**src/rtl/wb_pkg.sv**
```systemverilog
// Shared types for the writeback stage: load extraction modes and register index helpers.
package wb_pkg;

   typedef enum logic [2:0] {
      LT_PASS = 3'd0,
      LT_LB   = 3'd1,
      LT_LBU  = 3'd2,
      LT_LH   = 3'd3,
      LT_LHU  = 3'd4,
      LT_LW   = 3'd5
   } load_type_e;

   typedef logic [4:0] reg_idx_t;

   function automatic logic [31:0] rd_onehot(input reg_idx_t rd);
      rd_onehot = 32'd1 << rd;
   endfunction

endpackage

```
**src/rtl/wb_ll_fifo.sv**
```systemverilog
// Circular buffer holding long-latency results until the register-file port is free.
module wb_ll_fifo
   import wb_pkg::*;
#(
   parameter int DATA_W = 32,
   parameter int DEPTH  = 4
) (
   input  logic              clk,
   input  logic              rst_n,
   input  logic              push,
   input  reg_idx_t          push_rd,
   input  logic [DATA_W-1:0] push_data,
   input  logic              pop,
   output reg_idx_t          head_rd,
   output logic [DATA_W-1:0] head_data,
   output logic              empty,
   output logic              full,
   output logic [31:0]       pending_mask
);

   localparam int PTR_W = $clog2(DEPTH);
   localparam logic [PTR_W:0] FULL_CNT = (PTR_W + 1)'(DEPTH);

   // Entry type lives here because its data width follows DATA_W.
   typedef struct packed {
      reg_idx_t          rd;
      logic [DATA_W-1:0] data;
   } wb_entry_t;

   wb_entry_t        mem [DEPTH];
   logic [DEPTH-1:0] vld;
   logic [PTR_W-1:0] wr_ptr;
   logic [PTR_W-1:0] rd_ptr;
   logic [PTR_W:0]   count;

   // NOTE: the payload array has no reset; the valid bits alone decide which entries are live.
   always_ff @(posedge clk) begin
      if (push) mem[wr_ptr] <= '{rd: push_rd, data: push_data};
   end

   // NOTE: all state uses non-blocking assignments so every flop samples pre-edge values.
   always_ff @(posedge clk or negedge rst_n) begin
      if (!rst_n) begin
         wr_ptr <= '0;
         rd_ptr <= '0;
         count  <= '0;
         vld    <= '0;
      end else begin
         if (pop) begin
            rd_ptr      <= rd_ptr + 1'b1;
            vld[rd_ptr] <= 1'b0;
         end
         if (push) begin
            wr_ptr      <= wr_ptr + 1'b1;
            vld[wr_ptr] <= 1'b1;
         end
         unique case ({push, pop})
            2'b10:   count <= count + 1'b1;
            2'b01:   count <= count - 1'b1;
            default: count <= count;
         endcase
      end
   end

   assign empty     = (count == '0);
   assign full      = (count == FULL_CNT);
   assign head_rd   = mem[rd_ptr].rd;
   assign head_data = mem[rd_ptr].data;

   // NOTE: defaults are assigned first so no path through the block infers a latch.
   always_comb begin
      pending_mask = '0;
      for (int i = 0; i < DEPTH; i++) begin
         if (vld[i]) pending_mask = pending_mask | rd_onehot(mem[i].rd);
      end
   end

endmodule

```
**src/rtl/wb_stage_arb.sv**
```systemverilog
// MIPS writeback stage: MEM/WB register, sub-word load extraction, and arbitration of the
// single register-file write port between the pipeline and queued long-latency results.
module wb_stage_arb
   import wb_pkg::*;
#(
   parameter int DATA_W       = 32,
   parameter int LL_DEPTH     = 4,
   parameter int STARVE_LIMIT = 3
) (
   input  logic              clk,
   input  logic              rst_n,
   input  logic              mem_wb_valid,
   input  logic              mem_wb_reg_write,
   input  logic [4:0]        mem_wb_rd,
   input  logic [DATA_W-1:0] mem_wb_data,
   input  logic [2:0]        mem_wb_load_type,
   input  logic [1:0]        mem_wb_low_two_bits,
   input  logic              ll_valid,
   output logic              ll_ready,
   input  logic [4:0]        ll_rd,
   input  logic [DATA_W-1:0] ll_data,
   output logic [31:0]       ll_pending_mask,
   output logic              wb_stall_req,
   output logic              final_reg_write,
   output logic [4:0]        final_dst_reg_write,
   output logic [DATA_W-1:0] final_data_reg_write
);

   localparam int CNT_W = $clog2(STARVE_LIMIT + 1);
   localparam logic [CNT_W-1:0] LIMIT = CNT_W'(STARVE_LIMIT);

   logic              s_valid;
   logic              s_reg_write;
   reg_idx_t          s_rd;
   logic [DATA_W-1:0] s_data;
   logic [2:0]        s_load_type;
   logic [1:0]        s_low;

   always_ff @(posedge clk or negedge rst_n) begin
      if (!rst_n) begin
         s_valid     <= 1'b0;
         s_reg_write <= 1'b0;
         s_rd        <= '0;
         s_data      <= '0;
         s_load_type <= '0;
         s_low       <= '0;
      end else begin
         s_valid     <= mem_wb_valid;
         s_reg_write <= mem_wb_reg_write;
         s_rd        <= mem_wb_rd;
         s_data      <= mem_wb_data;
         s_load_type <= mem_wb_load_type;
         s_low       <= mem_wb_low_two_bits;
      end
   end

   // Halves use only low[1]; unused encodings fall through to PASS.
   function automatic logic [DATA_W-1:0] extract(input logic [DATA_W-1:0] data,
                                                 input logic [2:0] lt, input logic [1:0] low);
      logic [7:0]  b;
      logic [15:0] h;
      b = data[{low, 3'b000} +: 8];
      h = low[1] ? data[31:16] : data[15:0];
      case (load_type_e'(lt))
         LT_LB:   extract = {{(DATA_W - 8){b[7]}}, b};
         LT_LBU:  extract = {{(DATA_W - 8){1'b0}}, b};
         LT_LH:   extract = {{(DATA_W - 16){h[15]}}, h};
         LT_LHU:  extract = {{(DATA_W - 16){1'b0}}, h};
         default: extract = data;
      endcase
   endfunction

   logic              pipe_wr;
   logic              fifo_push;
   logic              fifo_pop;
   logic              fifo_empty;
   logic              fifo_full;
   reg_idx_t          head_rd;
   logic [DATA_W-1:0] head_data;

   assign pipe_wr   = s_valid & s_reg_write & (s_rd != '0);
   assign fifo_pop  = ~pipe_wr & ~fifo_empty;
   assign ll_ready  = ~fifo_full;
   // Results aimed at $0 complete the handshake but are never stored.
   assign fifo_push = ll_valid & ll_ready & (ll_rd != '0);

   wb_ll_fifo #(
      .DATA_W (DATA_W),
      .DEPTH  (LL_DEPTH)
   ) u_fifo (
      .clk          (clk),
      .rst_n        (rst_n),
      .push         (fifo_push),
      .push_rd      (ll_rd),
      .push_data    (ll_data),
      .pop          (fifo_pop),
      .head_rd      (head_rd),
      .head_data    (head_data),
      .empty        (fifo_empty),
      .full         (fifo_full),
      .pending_mask (ll_pending_mask)
   );

   always_comb begin
      final_reg_write      = 1'b0;
      final_dst_reg_write  = '0;
      final_data_reg_write = '0;
      if (pipe_wr) begin
         final_reg_write      = 1'b1;
         final_dst_reg_write  = s_rd;
         final_data_reg_write = extract(s_data, s_load_type, s_low);
      end else if (!fifo_empty) begin
         final_reg_write      = 1'b1;
         final_dst_reg_write  = head_rd;
         final_data_reg_write = head_data;
      end
   end

   logic [CNT_W-1:0] starve_cnt;
   logic [CNT_W-1:0] starve_nxt;

   always_comb begin
      starve_nxt = starve_cnt;
      if (fifo_empty || fifo_pop) starve_nxt = '0;
      else if (starve_cnt != LIMIT) starve_nxt = starve_cnt + 1'b1;
   end

   always_ff @(posedge clk or negedge rst_n) begin
      if (!rst_n) begin
         starve_cnt   <= '0;
         wb_stall_req <= 1'b0;
      end else begin
         starve_cnt   <= starve_nxt;
         wb_stall_req <= (starve_nxt == LIMIT);
      end
   end

endmodule

```
**config.mk**
```make
export PLATFORM = sky130hd
export DESIGN_NAME = wb_stage_arb
export DESIGN_NICKNAME = d
export VERILOG_FILES = /design/src/rtl/wb_pkg.sv /design/src/rtl/wb_ll_fifo.sv /design/src/rtl/wb_stage_arb.sv
export SDC_FILE = /design/constraint.sdc
export NUM_CORES = 1
export LEC_CHECK = 0
export ABC_CLOCK_PERIOD_IN_PS = 3500
export CORE_MARGIN = 10
export CORE_UTILIZATION = 54
export CTS_CLUSTER_SIZE = 8
export DETAILED_ROUTE_END_ITERATION = 8
export PLACE_DENSITY = 0.81
export SYNTH_ARGS = -nofsm -noshare
export SYNTH_HDL_FRONTEND = slang
export SYNTH_SLANG_ARGS = --single-unit
export TNS_END_PERCENT = 30
```
**constraint.sdc**
```tcl
create_clock -name clk -period 3.5 [get_ports clk]
set_input_delay 0.7 -clock clk [delete_from_list [all_inputs] [get_ports clk]]
set_output_delay 0.7 -clock clk [all_outputs]
set_load 0.01 [all_outputs]
```
# Word level (Yosys, flattened, before mapping)

Memories as Yosys holds them, arrays and structs flattened.
Cells that the tools add are included.

Register bits after elaboration: 58
Latch bits: 0
RAM bits: 148
Memory bits (read-only): 0
Bits of input ports: 84
Output and inout port bits: 72
Logic and storage cells: 80
Memories kept: 1

Memories:

| name       | depth | bits a word | read ports | clocked after memory_dff | write ports | line             | text |
|---|---|---|---|---|---|---|---|
| u_fifo.mem | 4     | 37          | 5          | 0                        | 1           | wb_ll_fifo.sv:30 | `wb_entry_t mem [DEPTH];` |

$add $sub $neg: 5
Multiply operators: 0
Divide/modulo/power cells: 0
Order comparisons: 4
Eq/ne operators: 9
Shift operators: 5
Multiplexer cells: 23
Bitwise logic cells: 14
Reduce and logical (&&, ||, !) cells: 7

Operators with widths:

| kind                                                | number |
|---|---|
| two-way mux 32 bit                                  | 6 |
| case mux 32 bit (4 select lines)                    | 1 |
| << shifter 1 x 5 -> 32 bit, first input constant    | 4 |
| bitwise OR 32 bit                                   | 3 |
| indexed part select 32 x 6 -> 8 bit                 | 1 |
| two-way mux 16 bit                                  | 1 |
| two-way mux 5 bit                                   | 2 |
| nonzero test 5 bit                                  | 2 |
| two-way mux 4 bit                                   | 2 |
| adder 2 x 1 -> 2 bit, second input constant         | 3 |
| == test 3 x 2 -> 1 bit, second input constant       | 2 |
| == test 3 bit, second input constant                | 2 |
| < comparator 2 x 3 -> 1 bit, second input constant  | 2 |
| two-way mux 1 bit                                   | 6 |
| case mux 3 bit (2 select lines)                     | 1 |
| AND 1 bit                                           | 5 |
| AND 4 bit                                           | 1 |
| demux 1 bit (select 2 bit)                          | 2 |
| == test 2 bit, second input constant                | 2 |
| >= comparator 2 x 1 -> 1 bit, second input constant | 2 |
| two-way mux 2 bit                                   | 2 |
| NOT 4 bit                                           | 1 |
| bitwise OR 4 bit                                    | 1 |
| adder 3 x 1 -> 3 bit, second input constant         | 1 |
| other kinds (9)                                     | 12 |

# Logic depth before layout (Yosys ltp)

Depth after elaboration: 9
Mapped depth: 12
Gate-level depth less buffers: 11

# Cells and area by module

A second synthesis with hierarchy kept.

Cells, all modules: 649
Area, all modules: 9464.1 um^2

By module, submodules not included:

| module       | times used | cells an instance | area an instance (um^2) | seq. area each (um^2) |
|---|---|---|---|---|
| wb_ll_fifo   | 1          | 385               | 6932.9                  | 4719.5 |
| wb_stage_arb | 1          | 264               | 2531.2                  | 1176.1 |

# Worst setup path before layout

No wires, ideal clock.

Path kind: register to register
Start: register s_rd[1]
End: register u_fifo.count[2]
Setup time: 79 ps
Data arrival time: 2492 ps
Required time: 3421 ps
Path slack: 929 ps
Cell stages (with the launch flop): 11
Path buffers: 1
Clock period less this slack: 2571 ps
Cell sequence: dfrtp_1 > or4_4 > o21a_1 > nor2_2 > buf_2 > ha_1 > inv_1 > fa_1 > xor2_1 > nor2_1 > xor2_1

Longest elaborated chain between the ends: 6
Elaborated cells on any way between the ends: 8
Classes of those cells: eq/ne: 2; mux: 1; bitwise: 3; reduce/logical: 2

RTL lines:

| item                                                                         | line               | text |
|---|---|---|
| start, declared                                                              | wb_stage_arb.sv:34 | `reg_idx_t s_rd;` |
| start signal, assigned                                                       | wb_stage_arb.sv:50 | `s_rd <= mem_wb_rd;` |
| nonzero test 5 bit *                                                         | wb_stage_arb.sv:81 | `assign pipe_wr = s_valid & s_reg_write & (s_rd != '0);` |
| AND 1 bit *                                                                  | wb_stage_arb.sv:81 |  |
| NOT 1 bit *                                                                  | wb_stage_arb.sv:82 | `assign fifo_pop = ~pipe_wr & ~fifo_empty;` |
| AND 1 bit *                                                                  | wb_stage_arb.sv:82 |  |
| named net fifo_pop                                                           | wb_stage_arb.sv:75 | `logic fifo_pop;` |
| == test 2 x 1 -> 1 bit / == test 2 bit (equally long branches)               | wb_ll_fifo.sv:57   | `unique case ({push, pop})` |
| case mux 3 bit (2 select lines) / nonzero test 2 bit (equally long branches) | --                 |  |
| end signal, assigned                                                         | wb_ll_fifo.sv:58   | `2'b10: count <= count + 1'b1;` |
| end signal, assigned                                                         | wb_ll_fifo.sv:59   | `2'b01: count <= count - 1'b1;` |
| end signal, assigned                                                         | wb_ll_fifo.sv:60   | `default: count <= count;` |
| end, declared                                                                | wb_ll_fifo.sv:34   | `logic [PTR_W:0] count;` |

The timed path passes the listed nets; every way through them passes the cells marked *.
A chain may end at the register's enable or synchronous reset.

==> reports/results.tsv <==
stage	metric	value	unit
sta	tightest_slew	1140	ps
routing	drt-wirelength-per-cell	27.6	µm
sta	setup_viol	0	
final_layout	utilization	0.711	
yosys	synth-main-ff-cell	edfxtp_1	
global_route	grt_pass1_wl	47.0	mm
sta	fin_crit_sh	0.994	
clock_tree	root_buffer	clkbuf_16	
sta	hold_viol_final	0	
power_and_ir_drop	power	9080	µW
yosys	synth_top_cell_by_area	edfxtp_1	
clock_tree	holdBufCountCts	0	
global_route	use_met1	0.354	
final_layout	fill_cells	1110	
yosys	yosysSeqAreaShare	0.619	
worst_hold_path	hp-class	in -> async	
global_route	antenna_found_initial	0	
global_route	grt_usage	0.255	
yosys	async_flop_share	0.282	
yosys	syn_area	0.00952	mm²
final_layout	final_layout_size_suffix_gt1_frac	0.149	
clock_tree	clkLatencyLatePin	530	ps
power_and_ir_drop	seq_power_share	0.378	
placed_design	routabilityCongestion	0.974	
floorplan	ioPinCount	156	
worst_setup_path	startpoint	u_fifo.mem[0][33]	
sta	slew-limit-headroom	0.243	
floorplan	die_w	153	µm
power_and_ir_drop	p_sw	2970	µW
worst_setup_path	reg2regPathDepth	11	
sta	slew_violations	0	
worst_setup_path	rr_endpoint	u_fifo.count[2]	
worst_setup_path	cp-end-kind	output pin	
final_layout	final_net_count	955	
global_route	use_met2	0.394	
worst_setup_path	required	2800	ps
outcome	status	complete, no violations	
routing	drtPass1Iterations	6	
placed_design	dp.cells	1049	
yosys	ys_types	60	
global_route	grt_overflow	0	
routing	drc	0	
global_route	grt_use_met3	0.0607	
yosys	yosysTopAreaCellShare	0.467	
final_layout	diodes	0	
routing	avgViaCountPerCell	6.59	
power_and_ir_drop	pwr-share-comb	0.340	
yosys	syn_inst	688	
yosys	yosys-top-cells-area	edfxtp_1 47%, dfrtp_1 15%, mux4_2 9.0%, a221o_1 2.3%, nand2_1 2.1%	
worst_setup_path	r2r_slack	730	ps
yosys	syn-num-nets	782	
power_and_ir_drop	peakVddDrop	0.000614	V
routing	routed_wl	30.6	mm
clock_tree	clk_pin_slew	50	ps
yosys	post_synth.cell_area_avg	13.8	µm²
power_and_ir_drop	leakage	0.00443	µW
floorplan	start_util	0.550	
global_route	grt_max_degree	41	
sta	rsz0062_at_grt	yes	
run	maxCapViolations	0	
placed_design	portBuffers	155	
yosys	ys_top_cells_by_count	148 x edfxtp_1, 58 x dfrtp_1, 53 x nand2_1	
clock_tree	cts_made_buffers	29	
routing	drt-initial-drc-count	945	
clock_tree	htreeDepth	1	
power_and_ir_drop	p_sw_frac	0.327	
clock_tree	cts_sinks	206	
worst_setup_path	start_kind	register	
routing	drtAntennaViolNets	0	
sta	max_freq	287	MHz
yosys	yosysWarnings	0	
clock_tree	cts_buffer_depth	3	
power_and_ir_drop	p_int	6110	µW
worst_setup_path	critPathMaxFanout	10	
final_layout	syn_to_final_growth	29.2	%
worst_setup_path	arrival	2780	ps
yosys	synth-seq-cells	206	
global_route	grt_busiest_layer	met2	
clock_tree	cts_tree	built	
worst_setup_path	timing.rr.start	s_rd[1]	
final_layout	final_cells	1108	
power_and_ir_drop	power.density	738	mW/mm²
sta	skew	23.6	ps
global_route	grt_pass1_vias	7414	
placed_design	dp_hpwl	21.3	mm
sta	fin_crit	3480	ps
power_and_ir_drop	clock_power_share	0.282	
floorplan	coreArea	0.0173	mm²
floorplan	die_area	0.0233	mm²
floorplan	rows	48	
routing	num_vias	7302	
yosys	yosysMostFrequentCell	edfxtp_1	
sta	whs	282	ps
worst_setup_path	path_class	reg -> out	
worst_setup_path	crit_path_end	ll_pending_mask[18]	
yosys	synth_edf_count	148	
floorplan	die_y	153	µm
[worst min-delay path by stage]
stage	from	endpoint	slack [ps]	cells past startpoint
global route	rst_n	starve_cnt[0]	340	1
CTS	rst_n	s_low[1]	290	1
detailed placement	u_fifo.count[2]	u_fifo.count[2]	520	1
floorplan	rst_n	s_data[0]	400	0
finish	rst_n	starve_cnt[0]	280	1
global placement	u_fifo.count[2]	u_fifo.count[2]	490	1
[layer usage]
| layer | routed length (µm) | vias to the layer above | part of all wire |
|---|---|---|---|
| met5 | 0 | - | 0 |
| met4 | 841 | 0 | 0.028 |
| met3 | 3180 | 88 | 0.10 |
| met2 | 14200 | 563 | 0.46 |
| met1 | 12400 | 3572 | 0.40 |
| li1 | - | 3079 | - |
[critical path, stage by stage (launching register included)]
cell,delay (ps)
edfxtp_1,610
nor2b_1,300
nand3_1,250
o311ai_0,460
clkdlybuf4s50_1,630
[placed cells by master, fill, tap and decap left out, types with 8 or more instances in the layout]
cell / instances
inv_1: 14
mux2i_1: 8
edfxtp_1: 148
dlygate4sd2_1: 22
o21ai_0: 39
nand2_1: 53
a221o_1: 22
clkdlybuf4s50_1: 117
a32oi_1: 9
dfrtp_1: 56
clkdlybuf4s15_1: 10
a221oi_1: 8
nand4_1: 9
a21oi_1: 19
buf_4: 27
nor2_1: 31
nor2b_1: 20
o211ai_1: 11
nand2b_1: 10
nand3_1: 15
ha_1: 9
clkbuf_16: 29
mux4_2: 38
nor3_1: 15
a22o_1: 16
clkbuf_1: 22
[sequential cells by signal, summed over array words and instances, names as in the netlist, 2 cells and up]
name           flops
u_fifo.wr_ptr      2
s_low              2
s_rd               5
u_fifo.count       3
starve_cnt         2
u_fifo.vld         4
s_load_type        3
u_fifo.mem       148
s_data            32
u_fifo.rd_ptr      2
[per-stage QoR]
stage | setup TNS, ps | area (µm²) | setup WS, ps
2_1_floorplan | 0 | 9520 | 929
3_3_place_gp | 0 | 11400 | 206
3_5_place_dp | 0 | 11400 | 121
4_1_cts | -215 | 12200 | -115
5_1_grt | -17.0 | 12300 | -10.6
6_report | 0 | 12300 | 21.2
[kinds of logic (layout without fill, tap and decap cells)]
logic type	after synthesis	in the layout	synth area share
flip-flops	206	206	0.619
AND/OR/NAND/NOR	190	190	0.100
AO/OA/AOI/OAI	162	162	0.125
buffers and inverters	59	254	0.0275
multiplexers	53	53	0.107
adder cells (fa/ha/maj)	11	11	0.0150
XOR/XNOR	7	7	0.00644
[layout make-up]
class                           count  area [µm²]  area share
Sequential cell                   206        5900       0.480
Clock inverter                      1        20.0     0.00163
Inverter                           14        52.6     0.00427
Timing Repair Buffer              187        1810       0.148
Tap cell                          225         282      0.0229
Clock buffer                       52         822      0.0668
Multi-Input combinational cell    423        3410       0.277
[repair_timing]
item | CTS | global route
resized for setup | 40 | 26
cloned | 0 | 0
setup buffers | 1 | 5
pin swaps | 1 | 2
setup endpoints to repair | 37 | 33
[power groups by stage]
stage               Sequential, µW  Combinational [µW]  Clock [µW]
floorplan                     3270                1830           0
global placement              3420                3150           0
detailed placement            3460                3190           0
CTS                           3420                3070        2580
global route                  3470                3280        2700
finish                        3430                3090        2560
(Power assumes the default switching activity.)
